==> src/rtl/regfile_wb_arbiter.sv <==
// Round-robin write-back arbiter feeding the register file's single write port.
// Optional read-port bypass of the in-flight write: define REGWB_BYPASS_EN.
module regfile_wb_arbiter #(
  parameter int NREQ = 3
) (
  input  logic              clk,
  input  logic              reset,
  input  logic [NREQ-1:0]   req,
  input  logic [5*NREQ-1:0] req_regn,
  input  logic [32*NREQ-1:0] req_data,
  input  logic              hold,
  output logic [NREQ-1:0]   gnt,
  output logic [4:0]        wregn,
  output logic [31:0]       wdata,
  output logic              wen,
  output logic [7:0]        drop_cnt
`ifdef REGWB_BYPASS_EN
  ,
  input  logic [4:0]        rd1n,
  input  logic [4:0]        rd2n,
  input  logic [31:0]       rd1i,
  input  logic [31:0]       rd2i,
  output logic [31:0]       rd1o,
  output logic [31:0]       rd2o
`endif
);

  localparam int PW = $clog2(NREQ);

  logic [PW-1:0]     ptr;
  logic [PW-1:0]     ptr_nxt;
  logic [2*NREQ-1:0] req_dbl;
  logic [NREQ-1:0]   req_rot;
  logic              win_vld;
  logic [PW-1:0]     win_idx;
  logic [PW:0]       idx_sum;
  logic              grant;
  logic [4:0]        sel_regn;
  logic [31:0]       sel_data;

  // Rotate requests so bit 0 is the current priority holder; scan downward so
  // the lowest rotated offset is the one that sticks.
  always_comb begin
    req_dbl = {req, req} >> ptr;
    req_rot = req_dbl[NREQ-1:0];
    win_vld = 1'b0;
    win_idx = '0;
    idx_sum = '0;
    for (int k = NREQ - 1; k >= 0; k--) begin
      if (req_rot[k]) begin
        win_vld = 1'b1;
        idx_sum = {1'b0, ptr} + (PW+1)'(k);
        if (idx_sum >= (PW+1)'(NREQ)) idx_sum = idx_sum - (PW+1)'(NREQ);
        win_idx = idx_sum[PW-1:0];
      end
    end
  end

  assign grant = win_vld & ~hold & reset;

  always_comb begin
    gnt      = '0;
    sel_regn = '0;
    sel_data = '0;
    for (int k = 0; k < NREQ; k++) begin
      if (win_idx == PW'(k)) begin
        gnt[k]   = grant;
        sel_regn = req_regn[5*k +: 5];
        sel_data = req_data[32*k +: 32];
      end
    end
  end

  always_comb begin
    if (win_idx == PW'(NREQ - 1)) ptr_nxt = '0;
    else                          ptr_nxt = win_idx + 1'b1;
  end

  always_ff @(posedge clk or negedge reset) begin
    if (!reset) begin
      ptr      <= '0;
      wregn    <= '0;
      wdata    <= '0;
      wen      <= 1'b0;
      drop_cnt <= '0;
    end else if (grant) begin
      ptr   <= ptr_nxt;
      wregn <= sel_regn;
      wdata <= sel_data;
      wen   <= |sel_regn;
      // Writes to r0 are swallowed but counted.
      if (sel_regn == 5'd0 && drop_cnt != 8'hFF) drop_cnt <= drop_cnt + 8'd1;
    end else begin
      wen <= 1'b0;
    end
  end

`ifdef REGWB_BYPASS_EN
  always_comb begin
    rd1o = (wen && rd1n == wregn && rd1n != 5'd0) ? wdata : rd1i;
    rd2o = (wen && rd2n == wregn && rd2n != 5'd0) ? wdata : rd2i;
  end
`endif

endmodule

==> config.mk <==
export PLATFORM = sky130hd
export DESIGN_NAME = regfile_wb_arbiter
export DESIGN_NICKNAME = d
export VERILOG_FILES = /design/src/rtl/regfile_wb_arbiter.sv
export SDC_FILE = /design/constraint.sdc
export NUM_CORES = 1
export LEC_CHECK = 0
export BUFFER_PORTS_ARGS = -buffer_cell sky130_fd_sc_hd__buf_4
export CAP_MARGIN = 10
export CORE_UTILIZATION = 40
export CTS_CLUSTER_SIZE = 16
export DETAILED_ROUTE_END_ITERATION = 10
export PLACE_DENSITY_LB_ADDON = 0.25
export SLEW_MARGIN = 25
export SYNTH_ARGS = -nofsm -noshare
export SYNTH_HDL_FRONTEND = slang
export SYNTH_SLANG_ARGS = --single-unit
==> constraint.sdc <==
create_clock -name clk -period 5 [get_ports clk]
set_input_delay 0.5 -clock clk [delete_from_list [all_inputs] [get_ports clk]]
set_output_delay 0.5 -clock clk [all_outputs]
set_load 0.1 [all_outputs]
==> results.cfg, run 1 <==
[global_routing]
grt_pass1_wl_mm = 11.87
antenna_found_initial = 0
overflow = 0
grt_max_degree = 51
grt_pass1_vias = 2503
track_usage = 0.1946

[routing]
wl_per_cell_um = 15.42
firstDrtPassIters = 6
met2_length_mm = 3.874
detail_route.iter0.violations = 119
route.antenna.remaining_nets = 0
wl_met3_um = 540
drc_errors = 0
vias = 2737
wl_mm = 8.032
wl_met1_mm = 3.424
routed_via_density = 5.253
highest_layer = met4

[synthesis]
ys_top_cells_by_area = dfrtp_1, mux2i_1, mux2_2
syn_nets = 383
yosys_warnings = 0
synthDistinctLibCells = 40
synth_cells = 262
syn_avg_cell_area_um2 = 11.34
yosys.area.top_type = dfrtp_1
yosysTopAreaCellShare = 0.4044
synth-seq-cells = 48
netlist_area_mm2 = 0.002970
seq_area_frac_synth = 0.4044

[die]
io_pins = 166
chipHeight_um = 88.18
core_mm2 = 0.007214
start_util = 0.4117
dieArea_mm2 = 0.007775
fp.dieW_um = 88.18
rows = 31

[final_layout]
fin_nets = 542
num_antenna_cells = 0
fillers = 651
ff_latch_area_mm2 = 0.001201
area_growth_pct = 47.81
drive_gt1_frac = 0.5237
multiInputGateArea_mm2 = 0.001680

[run]
cap_viol_max_count = 0

[cts]
numCtsBuffers = 5
clockBufferDepth = 2
cts_resized = 0
cts_tree = yes
cts_htree_levels = 2
clkSinkCount = 48
post_cts_buffers = 0
cts_hold_buffers = 0
cts_root_buffer = clkbuf_8
path_clk_slew_ns = 0.10
clock_latency_ns = 0.29

[critical_path]
worstSetupStartpointType = register
crit_required_ns = 4.50
reg2reg_depth = 8
reg2reg_from = ptr[0]
r2r_slack_ns = 1.82
critical_path_class = reg -> out
critical_path.slowest_cell = dfrtp_1
slowest_delay_ns = 0.63
critical_path_peak_fanout = 41
arrival_ns = 3.17
r2r-end = wdata[18]
crit_top_cell = buf_4
crit_path_end_kind = output pin
crit_chain = inv_1 > ha_1 > nor2_1 > o211ai_1 > a311oi_2 > nor2_2 > buf_4 > nor3_1 > buf_4

[timing]
relSlewSlack = 0.5702
maxSlewViolCount = 0
grt_setup_unrepaired = no
worstMarginPinSlew_ns = 0.6446
finalSetupTns_ns = 0
fin_crit_ns = 3.673
hold_viol_final = 0
setup_viol = 0
post-route-period-util = 0.7347
fmax_mhz = 272.2
timing.clock.skew_ns = 0.007840

[outcome]
status = finished clean

[placement]
portBuffers = 165
dp_hpwl_mm = 6.092
place.gp.congestion = 0.8564

[hold_path]
hold_class = in -> async
## layout by cell type, fill, tap and decap left out, types with 3 or more instances in the layout
master | Yosys | routed
ha_1 | 4 | 4
o2bb2ai_1 | 32 | 32
clkbuf_8 | 0 | 6
dfrtp_1 | 48 | 48
inv_1 | 4 | 4
nand3b_1 | 3 | 3
and3_1 | 4 | 4
nand3_1 | 10 | 10
mux2i_1 | 40 | 40
nor3_1 | 5 | 5
o21ai_0 | 7 | 7
nor2_1 | 9 | 7
nand2_1 | 7 | 7
buf_4 | 2 | 170
a21oi_1 | 3 | 3
xnor2_1 | 7 | 7
a2bb2oi_1 | 5 | 5
mux2_2 | 33 | 33
## critical path: cells and delay by family, from the launching register on
kind / cells / cell delay, ns
simple gates: 3 / 0.50
buf+inv: 3 / 0.77
fa+ha+maj: 1 / 0.37
flops: 1 / 0.63
compound gates: 2 / 0.60
## worst max path at each step
stage,slack [ns],from,depth (start not counted),end
after floorplan,0.63,ptr[1],9,gnt[0]
after CTS,1.29,ptr[0],9,gnt[0]
after detailed placement,1.64,ptr[0],9,gnt[0]
after global routing,1.04,ptr[0],9,gnt[0]
final,1.33,ptr[0],9,gnt[0]
after global placement,1.79,ptr[0],9,gnt[0]
## cell usage after synthesis, drive strengths merged
| master | instances |
|---|---|
| nand4b | 1 |
| nand2b | 1 |
| o21ai | 7 |
| nor2 | 9 |
| mux2 | 34 |
| a211o | 1 |
| o311a | 1 |
| nand4 | 1 |
| ha | 4 |
| o311ai | 3 |
| o2bb2ai | 32 |
| clkbuf | 9 |
| xnor2 | 7 |
| a311oi | 2 |
| inv | 4 |
| o211ai | 2 |
| or4 | 2 |
| dfrtp | 48 |
| a21o | 2 |
| nand3b | 3 |
| and3 | 4 |
| buf | 9 |
| nor3 | 6 |
| mux2i | 40 |
| nand2 | 8 |
| a31oi | 1 |
| nand3 | 10 |
| a21oi | 3 |
| or2 | 1 |
| or3b | 2 |
| a2bb2oi | 5 |
## kinds of logic after synthesis
group,count (synthesis),synth area share
flip-flops,48,0.4044
XOR/XNOR,7,0.02064
AO/OA/AOI/OAI,59,0.1693
buffers and inverters,22,0.03538
adder cells (fa/ha/maj),4,0.01685
AND/OR/NAND/NOR,48,0.08846
multiplexers,74,0.2650
## registers in the layout, indices dropped and copies added (netlist names)
register,count
ptr,2
drop_cnt,8
wdata,32
wen,1
wregn,5
## per-layer routing
layer | track usage | vias to the layer above
met5 | 0 | -
met2 | 0.3231 | 112
met1 | 0.2586 | 1289
li1 | - | 1319
met3 | 0.02922 | 17
met4 | 0.06891 | 0
## cell type report
cell class | count | share of cell area
inverter | 4 | 0.003420
clock buffer | 7 | 0.01966
multi-input combinational | 192 | 0.3827
clock inverter | 1 | 0.001710
timing repair buffer | 170 | 0.2907
tap | 99 | 0.02821
sequential | 48 | 0.2736
## through the flow
stage / setup WS (ns) / instances / area (µm²) / hold WS, ns / utilization
floorplan: 0.6341 / 262 / 2970 / 0.2044 / -
global placement: 1.786 / 513 / 4297 / 0.4673 / 0.5956
detailed placement: 1.640 / 513 / 4297 / 0.4735 / 0.5956
CTS: 1.290 / 521 / 4390 / 0.2490 / 0.6086
global route: 1.044 / 521 / 4390 / 0.2612 / 0.6086
finish: 1.327 / 521 / 4390 / 0.2159 / 0.6086
Power of run 1 is not shown: default switching activity piles up to over one toggle a cycle in this logic, so the estimate is an artifact.
==> run 2, diff against run 1 <==
clock period = 3.2 ns   (was 5 ns; I/O delays follow)
==> run 2 against run 1 <==
Wire length is 5.7% higher. Highest routed layer unchanged. Global-route usage is 2.0 points higher. Critical path type unchanged. Die area stayed put. Register-to-register slack worse by 1.5 ns. Clock skew is 0.0016 ns lower. Final cell count is 0.96% higher.
==> results.cfg, run 2 (synthesis gave the netlist of run 1 again) <==
[cts]
clockBufferDepth = 2
cts_root_buffer = clkbuf_8
clkSinkCount = 48
cts_tree = yes
clock_latency_ns = 0.31
cts_hold_buffers = 0
numCtsBuffers = 5
cts_htree_levels = 2
path_clk_slew_ns = 0.09

[final_layout]
fin_util = 0.6249
instances_no_fill = 526
final_cell_mix = buf_4, dfrtp_1, mux2i_1, mux2_2, o2bb2ai_1
drive_gt1_frac = 0.5410
area_growth_pct = 51.77
reg.largest.list = wdata x32, drop_cnt x8, wregn x5
fillers = 660
num_antenna_cells = 0
fin_nets = 547
final_common_cell = buf_4
regMostFlops = wdata
ff_latch_area_mm2 = 0.001201
multiInputGateArea_mm2 = 0.001733
largest_register_ffs = 32

[global_routing]
antenna_found_initial = 0
grt_pass1_wl_mm = 12.65
track_usage = 0.2148
grt_pass1_vias = 2650
grt_max_degree = 49
overflow = 0

[timing]
post-route-period-util = 0.9397
fin_crit_ns = 3.007
timing.clock.skew_ns = 0.006196
finalSetupTns_ns = 0
grt_setup_unrepaired = no
worstMarginPinSlew_ns = 0.6212
relSlewSlack = 0.5793
hold_viol_final = 0
maxSlewViolCount = 0
fmax_mhz = 332.5
setup_viol = 0
hold_slack_ns = 0.1377

[placement]
place.gp.congestion = 0.9129
dp_hpwl_mm = 6.539
portBuffers = 165
placed_cells = 517

[routing]
firstDrtPassIters = 4
wl_per_cell_um = 16.15
wl_mm = 8.493
detail_route.iter0.violations = 170
route.antenna.remaining_nets = 0
vias = 2783
routed_via_density = 5.291
drc_errors = 0

[die]
fp.dieW_um = 88.18
rows = 31
dieArea_mm2 = 0.007775
chipHeight_um = 88.18
start_util = 0.4117
io_pins = 166
core_mm2 = 0.007214

[critical_path]
crit_path_end_kind = output pin
crit_required_ns = 2.88
arrival_ns = 2.69
critical_path_peak_fanout = 10
critical_path_class = reg -> out
r2r_slack_ns = 0.33
worstSetupStartpointType = register
reg2reg_from = ptr[0]
crit_start = ptr[1]

[outcome]
status = finished clean

[hold_path]
hold_class = in -> async

[run]
cap_viol_max_count = 0
-- run 2: final cells by class --
class | instances | area share
Inverter | 4 | 0.003331
Clock buffer | 6 | 0.01832
Timing Repair Buffer | 175 | 0.2914
Tap cell | 99 | 0.02748
Clock inverter | 2 | 0.008604
Multi-Input combinational cell | 192 | 0.3844
Sequential cell | 48 | 0.2664
-- run 2: worst paths after layout --
path | endpoint | cells past startpoint
worst max-delay path | gnt[1] | 8
worst min-delay path | ptr[1] | 2
worst max register to register | drop_cnt[1] | 9
worst min register to register | wregn[0] | 2
max in group asynchronous | wdata[20] | 2
min in group clk | wregn[0] | 3
-- run 2: layer usage --
layer	track usage	vias up	wire length (µm)
met4	0.06452	0	116
met1	0.2644	1351	3436
met2	0.3727	100	4388
met5	0	-	0
li1	-	1325	-
met3	0.05090	7	551
-- run 2: timing repair --
item,in CTS,in global routing
buffers inserted,0,1
resized for setup,0,2
setup endpoints to repair,0,3
-- run 2: worst max-delay path, stage by stage, from the launching register on --
cell and delay, ns:
dfrtp_1 0.56, inv_1 0.14, ha_1 0.26, nor2_1 0.10
o211ai_1 0.10, a311oi_2 0.41, or2_2 0.29, and3_1 0.21
buf_4 0.30
-- run 2: metrics by stage --
stage | setup WS (ns) | area, µm²
after floorplan | 0.3048 | 2993
after global placement | 0.4073 | 4362
after detailed placement | 0.3418 | 4362
after CTS | 0.05904 | 4483
after global routing | 0.05648 | 4508
final | 0.1928 | 4508
Power of run 2 is left out for the same reason.
